$ cat config.mk
export PLATFORM = sky130hd
export DESIGN_NAME = muldiv_ctrl_flat
export DESIGN_NICKNAME = d
export VERILOG_FILES = /design/src/rtl/muldiv_ctrl_if.sv /design/src/rtl/muldiv_ctrl.sv /design/src/flat_wrapper.sv
export SDC_FILE = /design/constraint.sdc
export NUM_CORES = 1
export LEC_CHECK = 0
export CAP_MARGIN = 15
export CORE_MARGIN = 5
export CORE_UTILIZATION = 60
export DETAILED_ROUTE_END_ITERATION = 8
export PLACE_DENSITY = 0.9
export SYNTH_ARGS = -nofsm -noshare
export SYNTH_HDL_FRONTEND = slang
export SYNTH_SLANG_ARGS = --single-unit
$ cat constraint.sdc
create_clock -name clk -period 6.2 [get_ports clk]
set_input_delay 1.55 -clock clk [delete_from_list [all_inputs] [get_ports clk]]
set_output_delay 1.55 -clock clk [all_outputs]
set_load 0.1 [all_outputs]
$ cat src/rtl/muldiv_ctrl_if.sv
// Issue/result bundle between the pipeline and the iterative multiply/divide sequencer.
interface muldiv_ctrl_if #(parameter int WIDTH = 32);
  logic                 start;
  logic [1:0]           op;
  logic [WIDTH-1:0]     rs_val;
  logic [WIDTH-1:0]     rt_val;
  logic                 abort;
  logic                 mf_req;
  logic                 busy;
  logic                 hilo_we;
  logic [2*WIDTH-1:0]   hilo_wdata;
  logic                 stall;

  modport master (
    output start, op, rs_val, rt_val, abort, mf_req,
    input  busy, hilo_we, hilo_wdata, stall
  );

  modport slave (
    input  start, op, rs_val, rt_val, abort, mf_req,
    output busy, hilo_we, hilo_wdata, stall
  );
endinterface

$ cat src/rtl/muldiv_ctrl.sv
// Iterative MULT/MULTU/DIV/DIVU sequencer driving the HI/LO write port.
// Signed ops run on magnitudes; the sign is restored when the result is registered.
//
// state  | meaning
// IDLE   | waiting for start
// RUN    | one shift-add / shift-subtract step per cycle, WIDTH cycles
// DONE   | hilo_we asserted for one cycle with fixed-up result
module muldiv_ctrl #(
  parameter int WIDTH = 32
) (
  input  logic          clk,
  input  logic          rst,
  muldiv_ctrl_if.slave  bus
);
  localparam logic [1:0] S_IDLE = 2'd0;
  localparam logic [1:0] S_RUN  = 2'd1;
  localparam logic [1:0] S_DONE = 2'd2;
  localparam int CW = $clog2(WIDTH + 1);

  logic [1:0]         state;
  logic [CW-1:0]      cnt;
  logic               is_div;
  logic               neg_res;
  logic               neg_rem;
  logic [WIDTH-1:0]   acc_hi;
  logic [WIDTH-1:0]   acc_lo;
  logic [WIDTH-1:0]   mag_b;
  logic [2*WIDTH-1:0] wdata;

  logic               sign_rs, sign_rt, op_div;
  logic [WIDTH-1:0]   mag_rs, mag_rt;
  logic [WIDTH:0]     mul_sum;
  logic [WIDTH:0]     div_shift;
  logic [WIDTH-1:0]   div_diff;
  logic               div_ge;
  logic [WIDTH-1:0]   nxt_hi, nxt_lo;
  logic [2*WIDTH-1:0] prod, fix;
  logic [WIDTH-1:0]   quot, rem;

  always_comb begin
    op_div  = bus.op[1];
    sign_rs = bus.op[0] & bus.rs_val[WIDTH-1];
    sign_rt = bus.op[0] & bus.rt_val[WIDTH-1];
    mag_rs  = sign_rs ? -bus.rs_val : bus.rs_val;
    mag_rt  = sign_rt ? -bus.rt_val : bus.rt_val;
  end

  // acc_hi holds partial product high half / partial remainder; acc_lo shifts out
  // multiplier bits (multiply) or dividend bits while collecting quotient bits (divide).
  always_comb begin
    mul_sum   = {1'b0, acc_hi} + (acc_lo[0] ? {1'b0, mag_b} : '0);
    div_shift = {acc_hi, acc_lo[WIDTH-1]};
    div_ge    = div_shift >= {1'b0, mag_b};
    div_diff  = div_shift[WIDTH-1:0] - mag_b;
    if (is_div) begin
      nxt_hi = div_ge ? div_diff : div_shift[WIDTH-1:0];
      nxt_lo = {acc_lo[WIDTH-2:0], div_ge};
    end else begin
      nxt_hi = mul_sum[WIDTH:1];
      nxt_lo = {mul_sum[0], acc_lo[WIDTH-1:1]};
    end
    prod = {nxt_hi, nxt_lo};
    quot = neg_res ? -nxt_lo : nxt_lo;
    rem  = neg_rem ? -nxt_hi : nxt_hi;
    fix  = is_div ? {rem, quot} : (neg_res ? -prod : prod);
  end

  always_ff @(posedge clk or negedge rst) begin
    if (!rst) begin
      state   <= S_IDLE;
      cnt     <= '0;
      is_div  <= 1'b0;
      neg_res <= 1'b0;
      neg_rem <= 1'b0;
      acc_hi  <= '0;
      acc_lo  <= '0;
      mag_b   <= '0;
      wdata   <= '0;
    end else begin
      case (state)
        S_IDLE: begin
          if (bus.start) begin
            is_div  <= op_div;
            neg_res <= sign_rs ^ sign_rt;
            neg_rem <= sign_rs;
            acc_hi  <= '0;
            acc_lo  <= op_div ? mag_rs : mag_rt;
            mag_b   <= op_div ? mag_rt : mag_rs;
            cnt     <= CW'(WIDTH);
            if (op_div && (bus.rt_val == '0)) begin
              wdata <= {bus.rs_val, {WIDTH{1'b1}}};
              state <= S_DONE;
            end else begin
              state <= S_RUN;
            end
          end
        end
        S_RUN: begin
          if (bus.abort) begin
            state <= S_IDLE;
          end else begin
            acc_hi <= nxt_hi;
            acc_lo <= nxt_lo;
            cnt    <= cnt - CW'(1);
            if (cnt == CW'(1)) begin
              wdata <= fix;
              state <= S_DONE;
            end
          end
        end
        S_DONE:  state <= S_IDLE;
        default: state <= S_IDLE;
      endcase
    end
  end

  // Outputs decode the registered state so reset drops them without waiting for a clock.
  assign bus.busy       = (state != S_IDLE);
  assign bus.hilo_we    = (state == S_DONE);
  assign bus.hilo_wdata = wdata;
  assign bus.stall      = bus.mf_req & bus.busy;
endmodule

$ cat src/flat_wrapper.sv
// flat-port wrapper written by rule: the top's interface ports become plain ports
module muldiv_ctrl_flat 
#(
  parameter int WIDTH = 32
)
  (clk, rst, bus_start, bus_op, bus_rs_val, bus_rt_val, bus_abort, bus_mf_req, bus_busy, bus_hilo_we, bus_hilo_wdata, bus_stall);
  muldiv_ctrl_if #(.WIDTH(WIDTH)) bus_i ();
  input  logic clk;
  input  logic rst;
  input wire logic [$bits(bus_i.start)-1:0] bus_start;
  input wire logic [$bits(bus_i.op)-1:0] bus_op;
  input wire logic [$bits(bus_i.rs_val)-1:0] bus_rs_val;
  input wire logic [$bits(bus_i.rt_val)-1:0] bus_rt_val;
  input wire logic [$bits(bus_i.abort)-1:0] bus_abort;
  input wire logic [$bits(bus_i.mf_req)-1:0] bus_mf_req;
  output wire logic [$bits(bus_i.busy)-1:0] bus_busy;
  output wire logic [$bits(bus_i.hilo_we)-1:0] bus_hilo_we;
  output wire logic [$bits(bus_i.hilo_wdata)-1:0] bus_hilo_wdata;
  output wire logic [$bits(bus_i.stall)-1:0] bus_stall;
  assign bus_i.start = bus_start;
  assign bus_i.op = bus_op;
  assign bus_i.rs_val = bus_rs_val;
  assign bus_i.rt_val = bus_rt_val;
  assign bus_i.abort = bus_abort;
  assign bus_i.mf_req = bus_mf_req;
  assign bus_busy = bus_i.busy;
  assign bus_hilo_we = bus_i.hilo_we;
  assign bus_hilo_wdata = bus_i.hilo_wdata;
  assign bus_stall = bus_i.stall;
  muldiv_ctrl #(.WIDTH(WIDTH)) u_core (.clk(clk), .rst(rst), .bus(bus_i));
endmodule
==> impl_metrics.tcl, run 1 <==
set metrics [dict create \
    critPathCaptureType "flop" \
    core-area_um2 26800 \
    grt_util_met2 0.641 \
    rsz0062_at_grt "false" \
    outcome "finished with violations" \
    synth-edff-count 0 \
    initial_core_util 0.606 \
    detail_route.wl_per_cell_um 26.3 \
    grt_max_degree 105 \
    relSlewSlack -0.0609 \
    syn-num-nets 2257 \
    path_cells "ha_1, a21oi_1, o21ai_1, a22oi_2, a31o_4, a21oi_2, a21oi_1, ha_1, o211ai_1, or3_1, nor4_2, nand2_1, or2_1, or4_1, nor3_2, nor3_1, a21oi_1, xor2_1, mux2i_1, o21ai_0" \
    htree_num_levels 4 \
    grt.met3_usage 0.0981 \
    cp.arrival_ns 6.30 \
    yosysWarnings 0 \
    rr_worst_depth 20 \
    maxCapViolations 1 \
    rows 60 \
    drt_iter0_drc 2696 \
    final_nets 2335 \
    gp_congestion 1.04 \
    syn-cell-area_um2 16200 \
    dr_total_vias 17800 \
    hold_violations 0 \
    start_kind "flop" \
    synth.distinct_cells 102 \
    tightest_slew_ns 1.55 \
    synth.avg_cell_area_um2 7.68 \
    holdPathStages 2 \
    synth_top_area_share 0.264 \
    setup.worst_path.class "reg -> reg" \
    drive_above_1_share 0.0694 \
    min_to "u_core.bus.hilo_wdata[35]" \
    reg2reg_to "u_core.bus.hilo_wdata[36]" \
    post-place-ws_ns 0.338 \
    die-area_um2 30400 \
    slowest_delay_ns 0.54 \
    postSynthCellCount 2114 \
    clkLatencyLatePin_ns 0.45 \
    slew_violations 2 \
    violations "design-rule violations, max-capacitance violations, max-slew violations" \
    ys_seq_elements 171 \
    drc 1 \
    required_ns 6.56 \
    post_drt_via_cell_ratio 6.99 \
    post_cts_buffers 0 \
    regToRegSetupSlack_ns 0.26 \
    area_growth_pct 13.6 \
    firstDrtPassIters 9 \
    synth_top_area_cell "dfrtp_1" \
    min_period_ns 5.94 \
    first_global_vias 16500 \
    grt_antenna_before_repair 1 \
    path_delay_family "simple AND/OR/NAND/NOR gates" \
    finClkSkew_ns 0.0188 \
    cts_buffers 17 \
    seq_area_frac_synth 0.264 \
    dp_hpwl_um 51100 \
    port_buffers 137 \
    setup_viol 0 \
    clock_path_buffers 2 \
    holdCritPathClass "reg -> reg" \
    ant_nets 0 \
    worst-path-buf-inv 0 \
    fmax_mhz 168 \
    timing.final.ws_setup_ns 0.257 \
    path_max_fanout 13 \
    cts_tree "yes" \
    crit_slowest_cell "or4_1" \
    grt.overflow.total 0 \
    ios 138 \
    die_w_um 174 \
    cts_resized 0 \
    grt_usage 0.422 \
    die_y_um 174 \
    r2r_start "u_core.acc_hi[7]" \
    cpMostUsedCell "a21oi_1" \
    grtUsageMet1 0.537 \
    cts_root_buf "clkbuf_16" \
    fill_cells 2268 \
    cts_hold_buffers 0 \
    path_clk_slew_ns 0.09 \
    netlist_top_cells_area "dfrtp_1 26%, nand2_1 6.0%, a21oi_1 5.8%" \
    synth_ff_type "dfrtp_1" \
    grt_pass1_wl_um 99900 \
    ys_async_sr_fraction 1.00 \
    diodes 0 \
    holdCritStartpoint "u_core.bus.hilo_wdata[35]" \
    period_share 0.958 \
    routed_wl_um 66800 \
    busiest_layer "met2" \
    tns_ns 0 \
    cts_sinks 171 \
]
stage by stage:
stage / instances / util / hold WS [ns] / area (um^2)
finish: 2546 / 0.688 / 0.499 / 18400
global route: 2546 / 0.688 / 0.527 / 18400
CTS: 2545 / 0.687 / 0.487 / 18400
detailed placement: 2513 / 0.666 / 0.471 / 17800
global placement: 2513 / 0.666 / 0.457 / 17800
floorplan: 2114 / - / 0.463 / 16200
worst min-delay path, delay by kind of cell, from the launching register on:
family | cells | cell delay (ns)
simple gates | 1 | 0.05
compound gates | 1 | 0.06
flops | 1 | 0.36
synth_stat cells (9+ instances only):
master,count
a22oi_1,12
nand3_1,36
nor2_1,191
nand4_1,21
or4_1,15
xnor2_1,88
a21oi_1,188
o211ai_1,39
a211oi_1,15
and2_1,49
and3_1,14
o21ai_1,19
or3_1,17
o31ai_1,21
inv_1,77
xor2_1,66
mux2i_1,40
o21ai_0,188
nor3_1,52
buf_2,18
a31oi_1,29
buf_1,13
nand2b_1,15
ha_1,70
nand2_1,259
mux2_2,9
o21a_1,19
dfrtp_1,171
o21bai_1,14
nor2b_1,13
a22o_1,10
clkbuf_1,79
o221ai_1,27
a21o_1,23
nor4_1,16
placed cells by master (no fill, tap or decap), drive strengths merged, types with 28 or more instances in the layout:
| master | netlist | routed |
|---|---|---|
| buf | 44 | 48 |
| xor2 | 66 | 66 |
| inv | 77 | 84 |
| o21ai | 209 | 209 |
| ha | 70 | 70 |
| o211ai | 41 | 41 |
| nor3 | 54 | 54 |
| xnor2 | 88 | 88 |
| nor2 | 192 | 192 |
| a31oi | 31 | 31 |
| dfrtp | 171 | 171 |
| nand2 | 264 | 264 |
| o221ai | 28 | 28 |
| and2 | 50 | 50 |
| a21oi | 193 | 193 |
| mux2i | 40 | 40 |
| clkdlybuf4s50 | 0 | 134 |
| nand3 | 36 | 36 |
registers in the layout, summed over array words and instances (netlist names):
signal	flops
u_core.neg_res	1
u_core.mag_b	32
u_core.acc_lo	32
u_core.state	2
u_core.bus.hilo_wdata	64
u_core.cnt	6
u_core.acc_hi	32
u_core.neg_rem	1
u_core.is_div	1
worst max path at each step:
stage,startpoint,to,cells after the start
after detailed placement,u_core.acc_hi[7],u_core.bus.hilo_wdata[60],19
after CTS,u_core.acc_hi[7],u_core.bus.hilo_wdata[60],19
after global routing,u_core.mag_b[8],u_core.bus.hilo_wdata[36],21
after global placement,u_core.mag_b[8],u_core.bus.hilo_wdata[60],20
after floorplan,u_core.is_div,u_core.bus.hilo_wdata[60],21
final,u_core.acc_hi[7],u_core.bus.hilo_wdata[36],20
routing by layer:
metal | wire [um] | vias up
li1 | - | 7860
met1 | 24400 | 8383
met2 | 28700 | 1277
met3 | 8110 | 280
met4 | 5600 | 2
met5 | 7 | -
cell families after synthesis:
logic type               after synthesis  synth area share
flip-flops                           171             0.264
AND/OR/NAND/NOR                      746             0.221
AO/OA/AOI/OAI                        720             0.292
buffers and inverters                202            0.0523
adder cells (fa/ha/maj)               72            0.0564
XOR/XNOR                             154            0.0831
multiplexers                          49            0.0309
layout make-up:
| type | count | area, um^2 | share of cell area |
|---|---|---|---|
| inverters | 78 | 293 | 0.0159 |
| clock inverters | 13 | 128 | 0.00692 |
| multi-input cells | 1741 | 11100 | 0.603 |
| well taps | 341 | 427 | 0.0231 |
| clock buffers | 19 | 443 | 0.0240 |
| repair buffers | 183 | 1740 | 0.0944 |
| flip-flops and latches | 171 | 4280 | 0.232 |
Power of run 1 is not shown: default switching activity piles up to over one toggle a cycle in this logic, so the estimate is an artifact.
==> run 2, diff against run 1 <==
--- a/config.mk
+++ b/config.mk
@@ -7,9 +7,9 @@
 export LEC_CHECK = 0
 export CAP_MARGIN = 15
 export CORE_MARGIN = 5
-export CORE_UTILIZATION = 60
+export CORE_UTILIZATION = 45
 export DETAILED_ROUTE_END_ITERATION = 8
-export PLACE_DENSITY = 0.9
+export PLACE_DENSITY = 0.73
 export SYNTH_ARGS = -nofsm -noshare
 export SYNTH_HDL_FRONTEND = slang
 export SYNTH_SLANG_ARGS = --single-unit
==> run 2 against run 1 <==
  * Critical path depth shrank 1
  * Largest cell class unchanged
  * The run now ends clean
  * Utilization is 17 points lower
  * Highest routed layer is now met4
  * Clock skew decreased by 0.0016 ns
==> impl_metrics.tcl, run 2 (synthesis results as in run 1) <==
set metrics [dict create \
    dr_total_vias 17400 \
    cp.arrival_ns 6.23 \
    fmax_mhz 170 \
    post_drt_via_cell_ratio 6.53 \
    fill_cells 3455 \
    grt.overflow.total 0 \
    path_max_fanout 13 \
    path_cells "ha_1, a21oi_1, o21ai_1, a22oi_2, a31o_4, a21oi_2, a21oi_1, ha_1, o211ai_1, or3_1, nor4_2, nand2_1, or2_1, or4_1, nor3_2, nor3_1, o41ai_2, xnor2_1, o21ai_1" \
    drc 0 \
    grt_pass1_wl_um 101000 \
    ant_nets 0 \
    rr_worst_depth 19 \
    period_share 0.951 \
    die_w_um 200 \
    grt_usage 0.328 \
    mostFrequentLayoutCell "nand2_1" \
    critPathCaptureType "flop" \
    slowest_delay_ns 0.55 \
    start_kind "flop" \
    hold_violations 0 \
    port_buffers 137 \
    area_growth_pct 14.4 \
    rows 69 \
    tns_ns 0 \
    clock_path_buffers 2 \
    path_clk_slew_ns 0.07 \
    crit_slowest_cell "or4_1" \
    cts_root_buf "clkbuf_16" \
    detail_route.wl_per_cell_um 25.1 \
    initial_core_util 0.456 \
    cts_buffers 17 \
    tightest_slew_ns 1.19 \
    ios 138 \
    required_ns 6.54 \
    grt_antenna_before_repair 2 \
    drt_iter0_drc 1886 \
    firstDrtPassIters 5 \
    dp_hpwl_um 51700 \
    min_period_ns 5.89 \
    slew_violations 0 \
    cts_hold_buffers 0 \
    first_global_vias 16500 \
    core-area_um2 35600 \
    die-area_um2 40000 \
    holdPathStages 2 \
    finClkSkew_ns 0.0172 \
    setup_viol 0 \
    clkLatencyLatePin_ns 0.47 \
    die_y_um 200 \
    maxCapViolations 0 \
    final_cell_mix "259 x nand2_1, 190 x nor2_1, 188 x a21oi_1, 188 x o21ai_0, 170 x dfrtp_1" \
    cts_sinks 171 \
    drive_above_1_share 0.0685 \
    outcome "completed" \
    rsz0062_at_grt "false" \
    htree_num_levels 4 \
    grt_max_degree 87 \
    setup.worst_path.class "reg -> reg" \
    routed_wl_um 66800 \
    final_nets 2334 \
    holdCritPathClass "reg -> reg" \
    cts_tree "yes" \
    largest_reg_flops 64 \
    relSlewSlack 0.187 \
    gp_congestion 1.03 \
]
==> run 2: cell count changes in the layout (fill, tap and decap cells not counted), sizes merged <==
cell / before / now
buf: 48 / 47
clkbuf: 19 / 20
clkinv: 6 / 7
diode: 0 / 1
inv: 84 / 82
==> run 2: what timing repair did <==
item                                    CTS  global route
resized for setup                         0             1
endpoints found under the setup margin    0             7
buffers inserted                          0             0
==> run 2: cell type report <==
type | count | area [um^2] | share of cell area
well taps | 461 | 577 | 0.0311
multi-input cells | 1741 | 11100 | 0.599
flip-flops and latches | 171 | 4280 | 0.231
clock buffers | 20 | 447 | 0.0241
repair buffers | 182 | 1730 | 0.0931
diodes | 1 | 2.50 | 0.000135
clock inverters | 12 | 108 | 0.00580
inverters | 78 | 293 | 0.0158
==> run 2: layer usage <==
layer / vias to the layer above / wire length [um] / global-route usage / share of wire
li1: 7850 / - / - / -
met1: 8470 / 27400 / 0.435 / 0.41
met2: 935 / 29000 / 0.493 / 0.43
met3: 166 / 6430 / 0.0851 / 0.096
met4: 0 / 4050 / 0.175 / 0.061
met5: - / 0 / 0 / 0
==> run 2: path summary, 6_finish.rpt <==
kind	start	to	slack (ns)
worst min register to register	u_core.bus.hilo_wdata[57]	u_core.bus.hilo_wdata[57]	0.48
worst max register to register	u_core.acc_hi[7]	u_core.bus.hilo_wdata[60]	0.31
worst max-delay path	u_core.acc_hi[7]	u_core.bus.hilo_wdata[60]	0.31
max in group asynchronous	rst	u_core.cnt[1]	3.90
worst min-delay path	u_core.bus.hilo_wdata[57]	u_core.bus.hilo_wdata[57]	0.48
min in group asynchronous	rst	u_core.bus.hilo_wdata[5]	1.14
==> run 2: worst max-delay path, delay by kind of cell (launching register included) <==
| family | cells | cell delay [ns] |
|---|---|---|
| xor gates and xnor gates | 1 | 0.16 |
| adders and majority gates | 2 | 0.65 |
| AOI/OAI and AO/OA | 9 | 2.20 |
| and+or+nand+nor | 7 | 2.32 |
| DFF | 1 | 0.43 |
==> run 2: through the flow <==
step / hold slack [ns] / std cells / setup slack, ns / utilization / instance area, um^2
3_3_place_gp: 0.468 / 2631 / 0.513 / 0.505 / 18000
2_1_floorplan: 0.463 / 2114 / 0.666 / - / 16200
5_1_grt: 0.520 / 2665 / 0.0333 / 0.522 / 18600
3_5_place_dp: 0.479 / 2631 / 0.288 / 0.505 / 18000
4_1_cts: 0.490 / 2663 / 0.278 / 0.520 / 18500
6_report: 0.483 / 2666 / 0.306 / 0.522 / 18600
Power of run 2 is left out for the same reason.
==> RTL change, RTL diff (flow settings as in run 1) <==
`WIDTH` is set to 32 in 3 places; all go to 16.
--- a/src/rtl/muldiv_ctrl_if.sv
+++ b/src/rtl/muldiv_ctrl_if.sv
@@ -1,3 +1,3 @@
 // Issue/result bundle between the pipeline and the iterative multiply/divide sequencer.
-interface muldiv_ctrl_if #(parameter int WIDTH = 32);
+interface muldiv_ctrl_if #(parameter int WIDTH = 16);
   logic                 start;
--- a/src/rtl/muldiv_ctrl.sv
+++ b/src/rtl/muldiv_ctrl.sv
@@ -8,3 +8,3 @@
 module muldiv_ctrl #(
-  parameter int WIDTH = 32
+  parameter int WIDTH = 16
 ) (
--- a/src/flat_wrapper.sv
+++ b/src/flat_wrapper.sv
@@ -3,3 +3,3 @@
 #(
-  parameter int WIDTH = 32
+  parameter int WIDTH = 16
 )
Interface: changed (resized bus_hilo_wdata, bus_rs_val and bus_rt_val); port bits go from 138 to 74. No check against the original RTL was run, so the function may have changed too.
==> RTL change against run 1 <==
- synthesized area shrank 51%
- worst setup slack gained 1200 ps
- global-route usage shrank 12 points
- routed wire length shrank 64%
- first-iteration DRC count shrank 54%
- non-clock buffer count shrank 102
- sequential share of layout area grew 1.7 points
- critical path depth shrank 17
- synthesized cell count shrank 53%
- final area shrank 51%
- sequential cell count shrank 81
Power is not shown: default switching activity piles up to over one toggle a cycle in this logic, so the estimate is an artifact.
==> RTL change: results (changes against run 1) <==
[run_status]
run_status=finished, final reports clean

[clock_network]
post_cts_buffers=0  ; unchanged
numCtsBuffers=9  ; -8
insertion_delay_ps=350  ; -100 ps
cts_resized=0  ; unchanged
cts_buffer_depth=2  ; unchanged
cts.htree.levels=3  ; -1
cts.reportedPaths.clkPinSlew_ps=60  ; -30 ps
cts_root_buf=clkbuf_16

[sta]
slew_violations=0  ; -2
tightestPinTransition_ps=1005  ; -546.0 ps
worst_clock_skew_ps=8.832  ; -9.925 ps

[placement]
io_buffers=73  ; -47%
routabilityCongestion=0.9808  ; -5.6%
hpwlAfterDp_um=17950  ; -65%

[detailed_routing]
met1_length_um=9441  ; -61%
highest_layer=met4
drt_iter0_markers=1237  ; -54%
vias=8079  ; -55%
dr_wl_met2_um=10630  ; -63%
routed_wl_um=23950  ; -64%
first_pass_iters=6  ; -3
route.met3.wl_um=2617  ; -68%

[finish]
largest_reg_flops=32  ; -50%
drive_gt1_frac=0.07294  ; +0.003549
antenna_cells=0  ; unchanged
fin_nets=1116  ; -52%

[synthesis]
yosys_warnings=0  ; unchanged
synth_cell_types=91  ; -11%
yosysSeqAreaShare=0.2824  ; +0.01871
synth.area.top_cells=dfrtp_1, ha_1, o21ai_0
synth_common_cells=nand2_1, nor2_1, o21ai_0, dfrtp_1, a21oi_1
synthFlopType=dfrtp_1
async_flop_share=1.000  ; unchanged

[worst_hold_path]
hold_class=reg -> reg

[critical_path]
cpPeakStageDelay_ps=1120  ; +580 ps
slowest_stage=clkdlybuf4s50_1
worst_path_dominant_cell_family=buffers and inverters
crit_fanout=1  ; -12
regToRegSetupSlack_ps=1460  ; +1200 ps
cp.arrival_ps=3230  ; -3070 ps

[global_route]
grt_use_met3=0.06823  ; -0.02986
grt_pass1_wl_um=38240  ; -62%
grt_use_met1=0.3971  ; -0.1396
track_usage=0.2994  ; -0.1224
grt_use_met2=0.4676  ; -0.1733
antenna_found_initial=0  ; -1
grt_max_degree=60  ; -43%
grt_pass1_vias=7402  ; -55%

[die]
die-area_sq_um=15700  ; -48%

RTL change: cell types whose count changed after synthesis, sizes merged, moves of 32 or more:
cell	delta
buf	-32
a21oi	-111
xnor2	-47
nor2	-96
ha	-32
clkbuf	-46
dfrtp	-81
o21ai	-107
nand2	-149
RTL change: worst paths after layout:
check | startpoint | depth (start not counted) | endpoint
max reg2reg | u_core.acc_hi[9] | 18 | u_core.bus.hilo_wdata[22]
min | u_core.bus.hilo_wdata[18] | 2 | u_core.bus.hilo_wdata[18]
max in group asynchronous | rst | 2 | u_core.state[0]
min in group asynchronous | rst | 1 | u_core.bus.hilo_wdata[3]
max | bus_mf_req | 3 | bus_stall
min reg2reg | u_core.bus.hilo_wdata[18] | 2 | u_core.bus.hilo_wdata[18]
RTL change: logic make-up (layout without fill, tap and decap cells):
family	after synthesis	count (layout)	share of synthesized area
muxes	33	33	0.04376
DFF	90	90	0.2824
adders and majority gates	40	40	0.06463
AOI/OAI and AO/OA	327	327	0.2780
xor gates and xnor gates	76	76	0.08345
buffers and inverters	93	144	0.05302
and+or+nand+nor	332	332	0.1948
RTL change: metrics by stage:
stage	util	hold slack [ps]	instances	setup WS, ps	area [sq um]
after global placement	0.6639	465.6	1200	1327	8722
after CTS	0.6863	501.2	1216	1415	9016
final	0.6892	492.8	1218	1417	9055
after global routing	0.6892	530.9	1218	1259	9055
after detailed placement	0.6639	486.3	1200	1222	8722
after floorplan	-	463.2	991	2235	7976
RTL change: area by class of cell:
type | instances | area, sq um
sequential | 90 | 2253
tap | 176 | 220.2
clock buffer | 10 | 229.0
multi-input combinational | 808 | 5304
fill | 1020 | 4083
inverter | 47 | 176.4
clock inverter | 6 | 65.06
timing repair buffer | 81 | 807.0
